$ cat src/rtl/cam_ctrl.sv
// Command sequencer for the CAM row array: serialises READ/WRITE/WRITE_FREE/SEARCH
// onto the shared row buses and returns one registered response per command.
module cam_ctrl #(
  parameter  int unsigned WIDTH = 32,
  parameter  int unsigned DEPTH = 8,
  localparam int unsigned IDXW  = $clog2(DEPTH)
) (
  input  logic                   clk,
  input  logic                   reset,
  input  logic                   cmd_valid_i,
  output logic                   cmd_ready_o,
  input  logic [1:0]             cmd_op_i,
  input  logic [IDXW-1:0]        cmd_index_i,
  input  logic [WIDTH-1:0]       cmd_data_i,
  output logic                   rsp_valid_o,
  input  logic                   rsp_ready_i,
  output logic [WIDTH-1:0]       rsp_data_o,
  output logic [IDXW-1:0]        rsp_index_o,
  output logic                   rsp_hit_o,
  output logic                   rsp_err_o,
  output logic [WIDTH-1:0]       row_wdata_o,
  output logic [DEPTH-1:0]       row_we_o,
  output logic                   row_search_en_o,
  output logic [WIDTH-1:0]       row_search_data_o,
  input  logic [DEPTH*WIDTH-1:0] row_rdata_i,
  input  logic [DEPTH-1:0]       row_match_i,
  input  logic [DEPTH-1:0]       row_valid_i
);

  localparam logic [1:0] OP_READ  = 2'b00;
  localparam logic [1:0] OP_WRITE = 2'b01;
  localparam logic [1:0] OP_WFREE = 2'b10;
  localparam logic [1:0] OP_SRCH  = 2'b11;

  typedef enum logic [2:0] {IDLE, WR, RD, SRCH, EVAL, RSP} state_e;

  state_e            state_q, state_d;
  logic [IDXW-1:0]   idx_q, idx_d;
  logic [WIDTH-1:0]  data_q, data_d;
  logic [WIDTH-1:0]  res_data_q, res_data_d;
  logic [IDXW-1:0]   res_idx_q, res_idx_d;
  logic              res_hit_q, res_hit_d;
  logic              res_err_q, res_err_d;

  logic              cmd_ready_q, cmd_ready_d;
  logic              rsp_valid_q, rsp_valid_d;
  logic [WIDTH-1:0]  rsp_data_q, rsp_data_d;
  logic [IDXW-1:0]   rsp_index_q, rsp_index_d;
  logic              rsp_hit_q, rsp_hit_d;
  logic              rsp_err_q, rsp_err_d;
  logic [WIDTH-1:0]  row_wdata_q, row_wdata_d;
  logic [DEPTH-1:0]  row_we_q, row_we_d;
  logic              row_search_en_q, row_search_en_d;
  logic [WIDTH-1:0]  row_search_data_q, row_search_data_d;

  logic [DEPTH-1:0]  hit_vec;
  logic              hit_found, free_found;
  logic [IDXW-1:0]   hit_idx, free_idx;
  logic [WIDTH-1:0]  rd_word, hit_word;

  assign rd_word  = row_rdata_i[idx_q*WIDTH +: WIDTH];
  assign hit_word = row_rdata_i[hit_idx*WIDTH +: WIDTH];

  // Lowest-index priority encoders: first matching valid row, first invalid row
  always_comb begin
    hit_vec    = row_match_i & row_valid_i;
    hit_found  = 1'b0;
    hit_idx    = '0;
    free_found = 1'b0;
    free_idx   = '0;
    for (int r = int'(DEPTH) - 1; r >= 0; r--) begin
      if (hit_vec[r]) begin
        hit_found = 1'b1;
        hit_idx   = IDXW'(r);
      end
      if (!row_valid_i[r]) begin
        free_found = 1'b1;
        free_idx   = IDXW'(r);
      end
    end
  end

  always_comb begin
    state_d           = state_q;
    idx_d             = idx_q;
    data_d            = data_q;
    res_data_d        = res_data_q;
    res_idx_d         = res_idx_q;
    res_hit_d         = res_hit_q;
    res_err_d         = res_err_q;
    rsp_valid_d       = rsp_valid_q;
    rsp_data_d        = rsp_data_q;
    rsp_index_d       = rsp_index_q;
    rsp_hit_d         = rsp_hit_q;
    rsp_err_d         = rsp_err_q;
    row_wdata_d       = '0;
    row_we_d          = '0;
    row_search_en_d   = 1'b0;
    row_search_data_d = '0;

    case (state_q)
      IDLE: begin
        if (cmd_valid_i && cmd_ready_q) begin
          idx_d      = cmd_index_i;
          data_d     = cmd_data_i;
          res_data_d = '0;
          res_idx_d  = cmd_index_i;
          res_hit_d  = 1'b0;
          res_err_d  = 1'b0;
          case (cmd_op_i)
            OP_READ:  state_d = RD;
            OP_WRITE: state_d = WR;
            OP_WFREE: begin
              if (free_found) begin
                idx_d     = free_idx;
                res_idx_d = free_idx;
                state_d   = WR;
              end else begin
                res_idx_d = '0;
                res_err_d = 1'b1;
                state_d   = RSP;
              end
            end
            OP_SRCH: begin
              res_idx_d = '0;
              state_d   = SRCH;
            end
            default: state_d = IDLE;
          endcase
        end
      end
      WR: begin
        row_we_d    = DEPTH'(1) << idx_q;
        row_wdata_d = data_q;
        state_d     = RSP;
      end
      RD: begin
        res_data_d = rd_word;
        res_hit_d  = row_valid_i[idx_q];
        state_d    = RSP;
      end
      SRCH: begin
        row_search_en_d   = 1'b1;
        row_search_data_d = data_q;
        state_d           = EVAL;
      end
      EVAL: begin
        row_search_en_d   = 1'b1;
        row_search_data_d = data_q;
        res_hit_d         = hit_found;
        res_idx_d         = hit_idx;
        res_data_d        = hit_found ? hit_word : '0;
        state_d           = RSP;
      end
      RSP: begin
        // Present the captured result once, then hold until the consumer takes it
        if (!rsp_valid_q) begin
          rsp_valid_d = 1'b1;
          rsp_data_d  = res_data_q;
          rsp_index_d = res_idx_q;
          rsp_hit_d   = res_hit_q;
          rsp_err_d   = res_err_q;
        end else if (rsp_ready_i) begin
          rsp_valid_d = 1'b0;
          rsp_data_d  = '0;
          rsp_index_d = '0;
          rsp_hit_d   = 1'b0;
          rsp_err_d   = 1'b0;
          state_d     = IDLE;
        end
      end
      default: state_d = IDLE;
    endcase

    cmd_ready_d = (state_d == IDLE);
  end

  always_ff @(posedge clk or negedge reset) begin
    if (!reset) begin
      state_q           <= IDLE;
      idx_q             <= '0;
      data_q            <= '0;
      res_data_q        <= '0;
      res_idx_q         <= '0;
      res_hit_q         <= 1'b0;
      res_err_q         <= 1'b0;
      cmd_ready_q       <= 1'b0;
      rsp_valid_q       <= 1'b0;
      rsp_data_q        <= '0;
      rsp_index_q       <= '0;
      rsp_hit_q         <= 1'b0;
      rsp_err_q         <= 1'b0;
      row_wdata_q       <= '0;
      row_we_q          <= '0;
      row_search_en_q   <= 1'b0;
      row_search_data_q <= '0;
    end else begin
      state_q           <= state_d;
      idx_q             <= idx_d;
      data_q            <= data_d;
      res_data_q        <= res_data_d;
      res_idx_q         <= res_idx_d;
      res_hit_q         <= res_hit_d;
      res_err_q         <= res_err_d;
      cmd_ready_q       <= cmd_ready_d;
      rsp_valid_q       <= rsp_valid_d;
      rsp_data_q        <= rsp_data_d;
      rsp_index_q       <= rsp_index_d;
      rsp_hit_q         <= rsp_hit_d;
      rsp_err_q         <= rsp_err_d;
      row_wdata_q       <= row_wdata_d;
      row_we_q          <= row_we_d;
      row_search_en_q   <= row_search_en_d;
      row_search_data_q <= row_search_data_d;
    end
  end

  assign cmd_ready_o       = cmd_ready_q;
  assign rsp_valid_o       = rsp_valid_q;
  assign rsp_data_o        = rsp_data_q;
  assign rsp_index_o       = rsp_index_q;
  assign rsp_hit_o         = rsp_hit_q;
  assign rsp_err_o         = rsp_err_q;
  assign row_wdata_o       = row_wdata_q;
  assign row_we_o          = row_we_q;
  assign row_search_en_o   = row_search_en_q;
  assign row_search_data_o = row_search_data_q;

endmodule

$ cat config.mk
export PLATFORM = sky130hd
export DESIGN_NAME = cam_ctrl
export DESIGN_NICKNAME = d
export VERILOG_FILES = /design/src/rtl/cam_ctrl.sv
export SDC_FILE = /design/constraint.sdc
export NUM_CORES = 1
export LEC_CHECK = 0
export CAP_MARGIN = 15
export CORE_MARGIN = 2
export CORE_UTILIZATION = 30
export CTS_CLUSTER_DIAMETER = 50
export DETAILED_ROUTE_END_ITERATION = 8
export SLEW_MARGIN = 20
export SYNTH_ARGS = -nofsm -noshare
export SYNTH_HDL_FRONTEND = slang
export SYNTH_SLANG_ARGS = --single-unit
$ cat constraint.sdc
create_clock -name clk -period 2.2 [get_ports clk]
set_input_delay 0.44 -clock clk [delete_from_list [all_inputs] [get_ports clk]]
set_output_delay 0.44 -clock clk [all_outputs]
set_load 0.02 [all_outputs]
Yosys cells after proc, flatten, opt, wreduce, memory -nomap -nowiden
Cells that the tools add are included.
{"block": "totals", "ff_bits": 187, "in_bits": 313, "output_inout_bits": 112, "wordCells": 110}
{"block": "op_classes", "magnitude_cmp": 1, "eq_ne": 10, "shifts": 3, "n_mux": 66, "n_bitwise": 1, "reduce_logical": 12}
{"operator": "$shiftx A256 B9 Y32", "count": 2}
{"operator": "$mux W32", "count": 6}
{"operator": "$pmux W32 S3", "count": 1}
{"operator": "$mux W3", "count": 26}
{"operator": "$mux W1", "count": 26}
{"operator": "$pmux W3 S4", "count": 2}
{"operator": "$pmux W3 S2", "count": 2}
{"operator": "$and A8 B8 Y8", "count": 1}
{"operator": "$mux W8", "count": 1}
{"operator": "$reduce_and A2 Y1", "count": 4}
{"operator": "$shl A1 B3 Y8 const A", "count": 1}
{"operator": "$eq A3 B2 Y1 const B", "count": 2}
{"operator": "$eq A3 B3 Y1 const B", "count": 2}
{"operator": "$logic_not A3 Y1", "count": 2}
{"operator": "$eq A2 B2 Y1 const B", "count": 2}
{"operator": "$lt A3 B4 Y1 const B", "count": 1}
{"operator": "$ne A2 B2 Y1 const B", "count": 2}
{"operator": "$bmux W1 S3", "count": 1}
{"operator": "$eq A3 B1 Y1 const B", "count": 1}
{"operator": "$pmux W1 S3", "count": 1}
{"operator": "$reduce_bool A3 Y1", "count": 1}
{"operator": "$reduce_or A3 Y1", "count": 1}
{"operator": "$eq A2 B1 Y1 const B", "count": 1}
{"operator": "$logic_not A2 Y1", "count": 1}
{"operator": "other kinds (3)", "count": 3}

Logic depth before layout (Yosys ltp)
{"block": "depth", "word_depth": 13, "depth_mapped": 10, "ltp_nobuf": 6}

Least setup slack after synthesis
Ideal clock, no wire load.
{"block": "synth_path", "path_kind": "reg-to-reg", "startpoint": "register idx_q[1]", "endpoint": "register res_data_q[13]", "setup_ps": 120, "arrival_time_ps": 1788, "slack_ps": 292, "path_stages_with_launch": 10, "synth_period_minus_slack_ps": 1908, "cell_sequence": "dfrtp_1 -> buf_2 -> buf_4 -> buf_6 -> buf_2 -> mux2i_1 -> a31oi_1 -> a32oi_1 -> o221ai_1 -> a31o_2"}
{"block": "synth_between", "elab_chain_cells": 2}
{"item": "from (decl)", "line": "38", "text": "logic [IDXW-1:0] idx_q, idx_d;"}
{"item": "from (signal assigned)", "line": "199", "text": "idx_q <= idx_d;"}
{"item": "$shiftx A256 B9 Y32", "line": "61", "text": "assign rd_word = row_rdata_i[idx_q*WIDTH +: WIDTH];"}
{"item": "$pmux W32 S3", "line": "101", "text": "case (state_q)"}
{"item": "to (signal assigned)", "line": "201", "text": "res_data_q <= res_data_d;"}
{"item": "to (decl)", "line": "40", "text": "logic [WIDTH-1:0] res_data_q, res_data_d;"}
Every way passes these cells.
A chain may end at the register's enable or synchronous reset.

Worst setup path after layout
{"block": "layout_path", "startpoint": "input row_valid_i[0]", "endpoint": "register res_data_q[31]"}
{"block": "layout_between", "elab_chain_cells": 5, "elab_cells_between_ends": 6, "classes_between": "shift (1); mux (4); bitwise (1)"}
{"item": "from (decl)", "line": "27", "text": "input logic [DEPTH-1:0] row_valid_i"}
{"item": "$and A8 B8 Y8 (*)", "line": "66", "text": "hit_vec = row_match_i & row_valid_i;"}
{"item": "$mux W3", "line": "72", "text": "if (hit_vec[r]) begin"}
{"item": "$shiftx A256 B9 Y32", "line": "62", "text": "assign hit_word = row_rdata_i[hit_idx*WIDTH +: WIDTH];"}
{"item": "$mux W32 (*)", "line": "152", "text": "res_data_d = hit_found ? hit_word : '0;"}
{"item": "$pmux W32 S3 (*)", "line": "101"}
Every way passes the cells marked *; elsewhere a longest branch is shown, timed or not.

==> results.ini <==
[outcome]
status=finished clean

[sta]
setup-tns-final_ns=0
timing_max_transition_violations_final=0
final.setup_skew_ns=0.0107
timing_hold_violations_final=0
timing.final.setup_violations=0
timing.fmax_mhz=472
post-route-period-util=0.963
worst_pin_slew_ns=1.06
slew_headroom=0.294
layout_min_cycle_time_ns=2.12

[worst_setup_path]
timing.critical_path.required_ns=2.52
timing.critical_path.to_type=register
reg2regPathDepth=7
critPathArrivalTime_ns=2.44
timing.critical_path.from_type=input port
worst-setup-path-type=input port to register
critical_path_peak_fanout=13

[min_path]
worstHoldPathCells=2
min_path_type=register to register

[floorplan]
start_util=0.303
die_w_um=195
area_enclosed_by_the_die_boundary_um2=38200
rows=70
core_ar_um2=36300
die_h_um=195
ios=425

[routing]
initialDrtViolationCount=854
antenna_left=0
detail_route.vias_per_cell=5.41
routed-via-count=11839
maxUsedRoutingLayer=met5
drc=0
postRouteWirelength_um=52300
met3_wirelength_um=3770
wl_per_cell_um=23.9
detail_route.first_pass.iterations=5
met1Wirelength_um=22000
route.met2.wl_um=24600

[cells_and_area]
post_layout_nonfiller_instances=2189
signed_area_change_from_the_synthesized_netlist_to_the_final_layout_pct=55.9
filler_cell_count=3399
design_area_um2=17100
finalNetCount=2014
fraction_of_layout_cells_with_a_size_suffix_above_1=0.108

[logic_synthesis]
avgSynthCellArea_um2=8.79
yosys.area_share.adder=0.00341
synth_xor_xnor_area_share=0
synth.yosys.warnings=0
post_synth_instance_area_um2=11000
yosys.cell_types.count=50
yosysSeqAreaShare=0.426
yosys.cell_count.top_type=nand2_1
seq_cells_post_synth=187
synth.top_cell.area_share=0.426
synth.area.mux_share=0.120
dominantRegCellSynth=dfrtp_1
post_synth_and_or_nand_nor_area_fraction=0.222
yosys.area.top_type=dfrtp_1
compound_gate_fraction_of_synth_area=0.183
synth-edff-count=0
postSynthCellCount=1251
post_synthesis_net_count=1567
synthTopCellsByCount=nand2_1, dfrtp_1, mux2i_1
synth_top_family_by_area=simple AND/OR/NAND/NOR gates
async_set_or_reset_register_ratio_after_synthesis=1.00
post_synth_main_area_contributors=dfrtp_1, nand2_1, mux2i_1

[placed_design]
finalWeightedCongestion=0.939
dp_hpwl_um=38300
placement.cell_area_um2=16500
placedCellCount=2145
port-buffer-count=424

[global_route]
grtUsageTotal=0.269
maximum_number_of_pins_on_one_net_before_global_route_repair=54
grt-ovfl-total=0
vias_in_the_first_global_route=12251
antenna_violations_before_repair=11
grt_first_pass_wirelength_um=77200

[clocking]
tritoncts=built
cts.path.max_buffers=2
clock_insertion_delay_worst_skew_ns=0.44
clockRootBuffer=clkbuf_16
tritoncts_num_sinks=187
tritoncts.num_buffers=17
htree_levels=4
clk_transition_reported_paths_ns=0.08

[pwr]
power.static_leakage_nw=7.26
pwr_density_cell_nw_per_um2=876
irDropWorstVdd_uv=576

[job]
maxCapViolCount=0

==> worst max-delay path, stage by stage <==
cell and delay (ns):
clkdlybuf4s50_1 0.44, a22oi_2 0.29, o211a_4 0.37, buf_4 0.26, mux2i_1 0.21, o211ai_1 0.10
a311o_1 0.33
==> routing by layer <==
metal / up-vias / track usage
met3: 116 / 0.0598
met4: 2 / 0.111
met2: 587 / 0.440
met5: - / 0
met1: 5760 / 0.345
li1: 5374 / -
==> final timing paths <==
path | start | end | slack, ns
min in group asynchronous | reset | rsp_data_o[22] | 0.51
min | data_q[1] | data_q[1] | 0.48
max reg2reg | idx_q[1] | res_data_q[18] | 0.11
max | row_valid_i[0] | res_data_q[31] | 0.08
max in group asynchronous | reset | res_data_q[0] | 0.97
min reg2reg | data_q[1] | data_q[1] | 0.48
==> registers in the layout (all words and copies together) (netlist names), 8 cells and up <==
signal	cells
data_q	32
res_data_q	32
row_search_data_o	32
row_wdata_o	32
row_we_o	8
rsp_data_o	32
==> logic make-up after synthesis <==
logic type      count (synthesis)
flops                         187
simple gates                  557
fa+ha+maj                       3
compound gates                276
buf+inv                       110
mux                           118
==> where the power goes <==
| group | internal (mW) | leakage [nW] | switching, mW |
|---|---|---|---|
| Clock | 1.73 | 0.286 | 1.50 |
| Sequential | 4.37 | 2.51 | 0.659 |
| Combinational | 3.14 | 4.47 | 3.61 |
==> cells in the final DEF, fill, tap and decap left out, drive strengths merged, types with 24 or more instances in the layout <==
cell type and count:
and2 69, nand2 365, nand3 76, o221ai 35
o21ai 43, dfrtp 187, a21oi 47, a22o 40
mux2i 94, clkdlybuf4s50 423, buf 105, a311o 24
o211ai 36
==> area by class of cell <==
class,instances,area [um2],area share
Antenna cell,10,25.0,0.00146
Clock buffer,18,439,0.0256
Clock inverter,14,160,0.00934
Inverter,7,26.3,0.00153
Multi-Input combinational cell,954,5850,0.341
Sequential cell,187,4680,0.273
Tap cell,468,586,0.0342
Timing Repair Buffer,531,5370,0.313
==> per-stage QoR <==
stage           util  worst slack (ns)  hold WS (ns)  power, mW
4_1_cts        0.470            0.0811         0.487       15.0
3_3_place_gp   0.453            -0.293         0.437       11.7
3_5_place_dp   0.453            -0.374         0.432       11.8
2_1_floorplan      -             0.292         0.144       8.32
5_1_grt        0.472          -0.00195         0.508       15.8
6_report       0.472            0.0818         0.485       15.0
==> what timing repair did <==
item                                    in CTS  in global routing
endpoints found under the setup margin       0                  1
hold buffers                                 1                  0
resized for setup                            0                  3
hold endpoints to repair                    47                  0
buffers inserted                             0                  0
Power figures use the tool's default switching activity.
